[src/rtl/lcd_responder.sv]
// Display-side model of an HD44780-style 8-bit character LCD bus.
// Decodes falling-edge strobed transfers into DDRAM, cursor and mode registers,
// and holds a busy window after each accepted transfer.
module lcd_responder #(
    parameter int unsigned CMD_CYCLES   = 4,
    parameter int unsigned CLEAR_CYCLES = 128
) (
    input  logic       clk,
    input  logic       rst,
    input  logic [7:0] lcd_data,
    input  logic [1:0] lcd_ctrl,
    input  logic       lcd_enable,
    input  logic [6:0] rd_addr,
    output logic [7:0] rd_data,
    output logic       busy,
    output logic [6:0] cursor_addr,
    output logic       entry_inc,
    output logic       display_on,
    output logic       cursor_on,
    output logic       blink_on,
    output logic       overrun
);

    localparam int unsigned MAX_CYCLES = (CLEAR_CYCLES > CMD_CYCLES) ? CLEAR_CYCLES : CMD_CYCLES;
    localparam int unsigned CNT_W      = $clog2(MAX_CYCLES + 1);
    localparam int unsigned DEPTH      = 128;

    typedef enum logic [1:0] {
        ST_IDLE  = 2'd0,
        ST_EXEC  = 2'd1,
        ST_CLEAR = 2'd2
    } state_t;

    state_t           state;
    logic             en_q;
    logic [7:0]       data_q;
    logic [1:0]       ctrl_q;
    logic [CNT_W-1:0] cnt;
    logic [7:0]       fill_idx;
    logic [7:0]       mem [DEPTH];

    logic fire_c;
    logic wr_req_c;
    logic last_edge_c;
    logic accept_c;
    logic is_clear_c;
    logic data_wr_c;
    logic fill_act_c;

    // Cursor advance on the two-line address map.
    function automatic logic [6:0] addr_inc(input logic [6:0] a);
        if (a == 7'h27)      return 7'h40;
        else if (a == 7'h67) return 7'h00;
        else                 return a + 7'd1;
    endfunction

    function automatic logic [6:0] addr_dec(input logic [6:0] a);
        if (a == 7'h00)      return 7'h67;
        else if (a == 7'h40) return 7'h27;
        else                 return a - 7'd1;
    endfunction

    // Transfer qualification; the final busy edge still accepts a new transfer.
    assign fire_c      = en_q && !lcd_enable;
    assign wr_req_c    = fire_c && !ctrl_q[1];
    assign last_edge_c = (state != ST_IDLE) && (cnt == CNT_W'(1));
    assign accept_c    = wr_req_c && ((state == ST_IDLE) || last_edge_c);
    assign is_clear_c  = !ctrl_q[0] && (data_q == 8'h01);
    assign data_wr_c   = accept_c && ctrl_q[0];
    assign fill_act_c  = (state == ST_CLEAR) && !fill_idx[7];

    // Input capture, FSM, busy countdown and register-file decode.
    always_ff @(posedge clk) begin
        if (rst) begin
            state       <= ST_IDLE;
            cnt         <= '0;
            fill_idx    <= '0;
            en_q        <= 1'b0;
            data_q      <= '0;
            ctrl_q      <= '0;
            busy        <= 1'b0;
            cursor_addr <= '0;
            entry_inc   <= 1'b1;
            display_on  <= 1'b0;
            cursor_on   <= 1'b0;
            blink_on    <= 1'b0;
            overrun     <= 1'b0;
        end else begin
            en_q   <= lcd_enable;
            data_q <= lcd_data;
            ctrl_q <= lcd_ctrl;

            if (wr_req_c && !accept_c) overrun <= 1'b1;
            if (fill_act_c) fill_idx <= fill_idx + 8'd1;

            case (state)
                ST_IDLE: ;
                default: begin
                    if (last_edge_c) begin
                        state <= ST_IDLE;
                        busy  <= 1'b0;
                    end else begin
                        cnt <= cnt - CNT_W'(1);
                    end
                end
            endcase

            if (accept_c) begin
                busy <= 1'b1;
                if (is_clear_c) begin
                    state    <= ST_CLEAR;
                    cnt      <= CNT_W'(CLEAR_CYCLES);
                    fill_idx <= '0;
                end else begin
                    state <= ST_EXEC;
                    cnt   <= CNT_W'(CMD_CYCLES);
                end

                if (ctrl_q[0]) begin
                    cursor_addr <= entry_inc ? addr_inc(cursor_addr) : addr_dec(cursor_addr);
                end else begin
                    casez (data_q)
                        8'b1???????: cursor_addr <= data_q[6:0];
                        8'b01??????: ;
                        8'b001?????: ;
                        8'b0001????: begin
                            if (!data_q[3])
                                cursor_addr <= data_q[2] ? addr_inc(cursor_addr) : addr_dec(cursor_addr);
                        end
                        8'b00001???: {display_on, cursor_on, blink_on} <= data_q[2:0];
                        8'b000001??: entry_inc <= data_q[1];
                        8'b0000001?: cursor_addr <= '0;
                        8'b00000001: begin
                            cursor_addr <= '0;
                            entry_inc   <= 1'b1;
                        end
                        default: ;
                    endcase
                end
            end
        end
    end

    // DDRAM writes: clear fill sweep and data writes at the cursor.
    always_ff @(posedge clk) begin
        if (!rst) begin
            if (fill_act_c) mem[fill_idx[6:0]] <= 8'h20;
            if (data_wr_c)  mem[cursor_addr]   <= data_q;
        end
    end

    // Registered inspection read, returns the pre-write byte on a same-edge write.
    always_ff @(posedge clk) begin
        if (rst) rd_data <= 8'h00;
        else     rd_data <= mem[rd_addr];
    end

endmodule

[config.mk]
export PLATFORM = sky130hd
export DESIGN_NAME = lcd_responder
export DESIGN_NICKNAME = d
export VERILOG_FILES = /design/src/rtl/lcd_responder.sv
export SDC_FILE = /design/constraint.sdc
export NUM_CORES = 2
export LEC_CHECK = 0
export CORE_AREA = 2 2 306 308
export CTS_CLUSTER_DIAMETER = 40
export DETAILED_ROUTE_END_ITERATION = 10
export DIE_AREA = 0 0 308 310
export PLACE_DENSITY = 0.79
export SYNTH_ARGS = -nofsm -noshare
export SYNTH_HDL_FRONTEND = slang
export SYNTH_SLANG_ARGS = --single-unit
[constraint.sdc]
create_clock -name clk -period 7.34 [get_ports clk]
set_input_delay 0.734 -clock clk [delete_from_list [all_inputs] [get_ports clk]]
set_output_delay 0.734 -clock clk [all_outputs]
set_load 0.05 [all_outputs]
==> results.yml <==
routing:
  drt_iter0_drc: 4961
  wl_per_cell_um: 28.0
  vias: 32243
  ant_nets: 0
  viasPerCell: 6.74
  firstDrtPassIters: 7
  drc_errors: 0
  finalWirelength_mm: 134
floorplanning:
  die-height_um: 310
  die_w_um: 308
  design.core.area_mm2: 0.0925
  num_io_pins: 41
  dieArea_mm2: 0.0955
  initial_core_util_pct: 54.5
  rows: 112
sta:
  setup_viol: 0
  period_minus_slack_ns: 4.07
  fin_crit_sh_pct: 55.5
  timing.setup.tns_ns: 0
  relSlewSlack_pct: 11.7
  slew_violations: 0
  rsz0062_at_grt: "no"
  fmax_ghz: 0.245
  max_slew.worst_pin.slew_ns: 1.31
  worst_clock_skew_ns: 0.0329
  finalWorstSetupSlack_ns: 3.27
  finalHoldViolations: 0
global_routing:
  grt_pass1_vias: 31155
  grt.overflow.total: 0
  top_usage_layer: "met2"
  grt_util_met3_pct: 7.02
  track_usage_pct: 28.3
  grt_first_pass_wirelength_mm: 200
  grt_start_max_net_pins: 108
  met2_usage_pct: 43.3
  antenna_found_initial: 3
  use_met1_pct: 39.0
setup_path:
  crit_path_max_incr_delay_ns: 0.79
  path_delay_family: "simple AND/OR/NAND/NOR gates"
  critPathLaunch: "cnt[3]"
  regToRegSetupSlack_ns: 3.27
  cp.depth: 6
  r2r_end: "mem[56][6]"
  cp-endpoint: "mem[56][6]"
  critPathSlowestCell: "o22ai_1"
  crit_arrival_ns: 4.43
  worstPathRequired_ns: 7.70
  reg2reg_depth: 6
  crit_type: "flip-flop to flip-flop"
  critPathBufInv: 1
  crit_path_max_fanout: 63
  crit_path_end_kind: "flip-flop"
  reg2reg_from: "cnt[3]"
  path_cells: "or4_4, or4_1, a21oi_4, nand3_4, buf_4, o22ai_1"
  start_kind: "flip-flop"
synth:
  netlist_instances: 3644
  synth-seq-cells: 1074
  syn-mean-instance-area_um2: 13.8
  synth_cell_types: 65
  synthFlopType: "edfxtp_1"
  async_flop_share_pct: 0
  syn_area_mm2: 0.0504
  synth_top_family_by_area: "simple AND/OR/NAND/NOR gates"
  synth-simple-area-share_pct: 15.9
  synth_fp_nets: 3669
  yosys.area_share.xor_xnor_pct: 0.191
  synth_edf_count: 1024
  synth-seq-area-share_pct: 62.9
  synthAdderAreaFrac_pct: 0.124
  yosys-mux-area-fraction_pct: 13.1
  ys_warn_count: 0
  synth_compound_gate_area_share_pct: 4.12
cts:
  htreeDepth: 4
  clockRootBuffer: "clkbuf_16"
  hold_buffers: 0
  cts.sink_count: 1074
  postCtsSetupRepairBufs: 0
  cts.reportedPaths.clkPinSlew_ns: 0.06
  clock_path_buffers: 3
  numCtsBuffers: 132
  clock_latency_ns: 0.75
  cts.repair.resized: 0
  cts_tree: "built"
flow_run:
  maxCapViolations: 0
final_layout:
  drive_gt1_share_pct: 15.3
  nNetsFinal: 3508
  fin_util_pct: 60.1
  design_area_mm2: 0.0556
  final_common_cell: "edfxtp_1"
  final_cells: 4786
  syn_to_final_growth_pct: 10.1
  layout_common_cells: "1,024 x edfxtp_1, 488 x and2_1, 379 x nor3_1, 228 x mux4_2, 199 x nor2_1"
worst_hold_path:
  holdCritPathClass: "flip-flop to flip-flop"
place:
  place_ws_ns: 3.31
  place_inst: 4546
  dpl.hpwl_mm: 81.3
  post_dp_cell_area_mm2: 0.0512
  routabilityCongestion: 0.887
  portBuffers: 40
power:
  power.static_leakage_nw: 19.7
  power.internal_mw: 10.6
  powerDensity_mw_per_mm2: 245
  clkPwrFrac_pct: 47.5
  p_seq_share_pct: 48.9
  switching_power_mw: 3.01
  p_comb_share_pct: 3.5
  irDropWorstVdd_mv: 0.186
  p_sw_share_pct: 22.1
run_status:
  status: "finished clean"
how the worst min path moves through the flow:
stage | start | to | cells after the start
2_1_floorplan | fill_idx[7] | fill_idx[7] | 2
6_report | fill_idx[7] | fill_idx[7] | 2
4_1_cts | rst | rd_data[6] | 2
5_1_grt | rst | rd_data[6] | 2
3_5_place_dp | fill_idx[7] | fill_idx[7] | 2
3_3_place_gp | fill_idx[7] | fill_idx[7] | 2
cell type report:
| type | count | area, um^2 |
|---|---|---|
| Clock buffer | 157 | 3480 |
| Antenna cell | 2 | 5.00 |
| Tap cell | 1197 | 1500 |
| Inverter | 13 | 56.3 |
| Fill cell | 6652 | 36900 |
| Multi-Input combinational cell | 2159 | 16900 |
| Clock inverter | 81 | 885 |
| Sequential cell | 1074 | 31800 |
| Timing Repair Buffer | 103 | 918 |
per-layer routing:
metal | part of all wire, % | wire length, um | up-vias
met5 | 0.0097 | 13 | -
met4 | 4.5 | 5970 | 2
met3 | 13 | 18000 | 392
met2 | 46 | 61600 | 2365
met1 | 36 | 48200 | 15944
li1 | - | - | 13540
worst register-to-register path: stages, from the launching register on:
cell and delay (ns):
dfxtp_1 0.34, or4_4 0.58, or4_1 0.57, a21oi_4 0.36
nand3_4 0.41, buf_4 0.53, o22ai_1 0.89
flip-flops by register name, indices dropped and copies added, names as in the netlist:
| register | count |
|---|---|
| state | 2 |
| display_on | 1 |
| fill_idx | 8 |
| cursor_on | 1 |
| busy | 1 |
| overrun | 1 |
| cursor_addr | 7 |
| rd_data | 8 |
| cnt | 8 |
| ctrl_q | 2 |
| en_q | 1 |
| entry_inc | 1 |
| blink_on | 1 |
| data_q | 8 |
| mem | 1024 |
cells in the mapped netlist (20+ instances only):
library cell  count  share of area, %
edfxtp_1       1024                61
and2_1          488               6.1
nor3_1          379               3.8
clkbuf_1        278               2.1
mux4_2          228                10
nor2_1          199               1.5
mux2i_1         145               2.9
or3_1           128               1.6
o22ai_1         120               1.5
nand2_1          72              0.54
buf_2            56              0.56
dfxtp_1          50               2.0
nand3_1          50              0.50
a22oi_1          48              0.71
buf_1            35              0.26
and3_1           33              0.41
nor2b_1          33              0.41
buf_6            28              0.63
a21oi_1          27              0.27
nand2b_1         23              0.29
o21ai_0          23              0.23
a31oi_1          20              0.25
power groups by stage:
stage | clock network, mW | registers (mW) | logic (mW)
after detailed placement | 0 | 6.78 | 0.466
after floorplan | 0 | 6.77 | 0.324
after CTS | 6.49 | 6.66 | 0.469
after global routing | 6.74 | 6.66 | 0.497
final | 6.47 | 6.66 | 0.479
after global placement | 0 | 6.78 | 0.461
through the flow:
stage	power (mW)	hold WS [ns]
2_1_floorplan	7.09	0.438
3_3_place_gp	7.25	0.474
3_5_place_dp	7.25	0.489
4_1_cts	13.6	0.491
5_1_grt	13.9	0.522
6_report	13.6	0.497
logic make-up after synthesis:
group                    after synthesis
adder cells (fa/ha/maj)                5
multiplexers                         377
flip-flops                          1074
buffers and inverters                411
AND/OR/NAND/NOR                     1461
XOR/XNOR                              11
AO/OA/AOI/OAI                        305
Power figures use the tool's default switching activity.
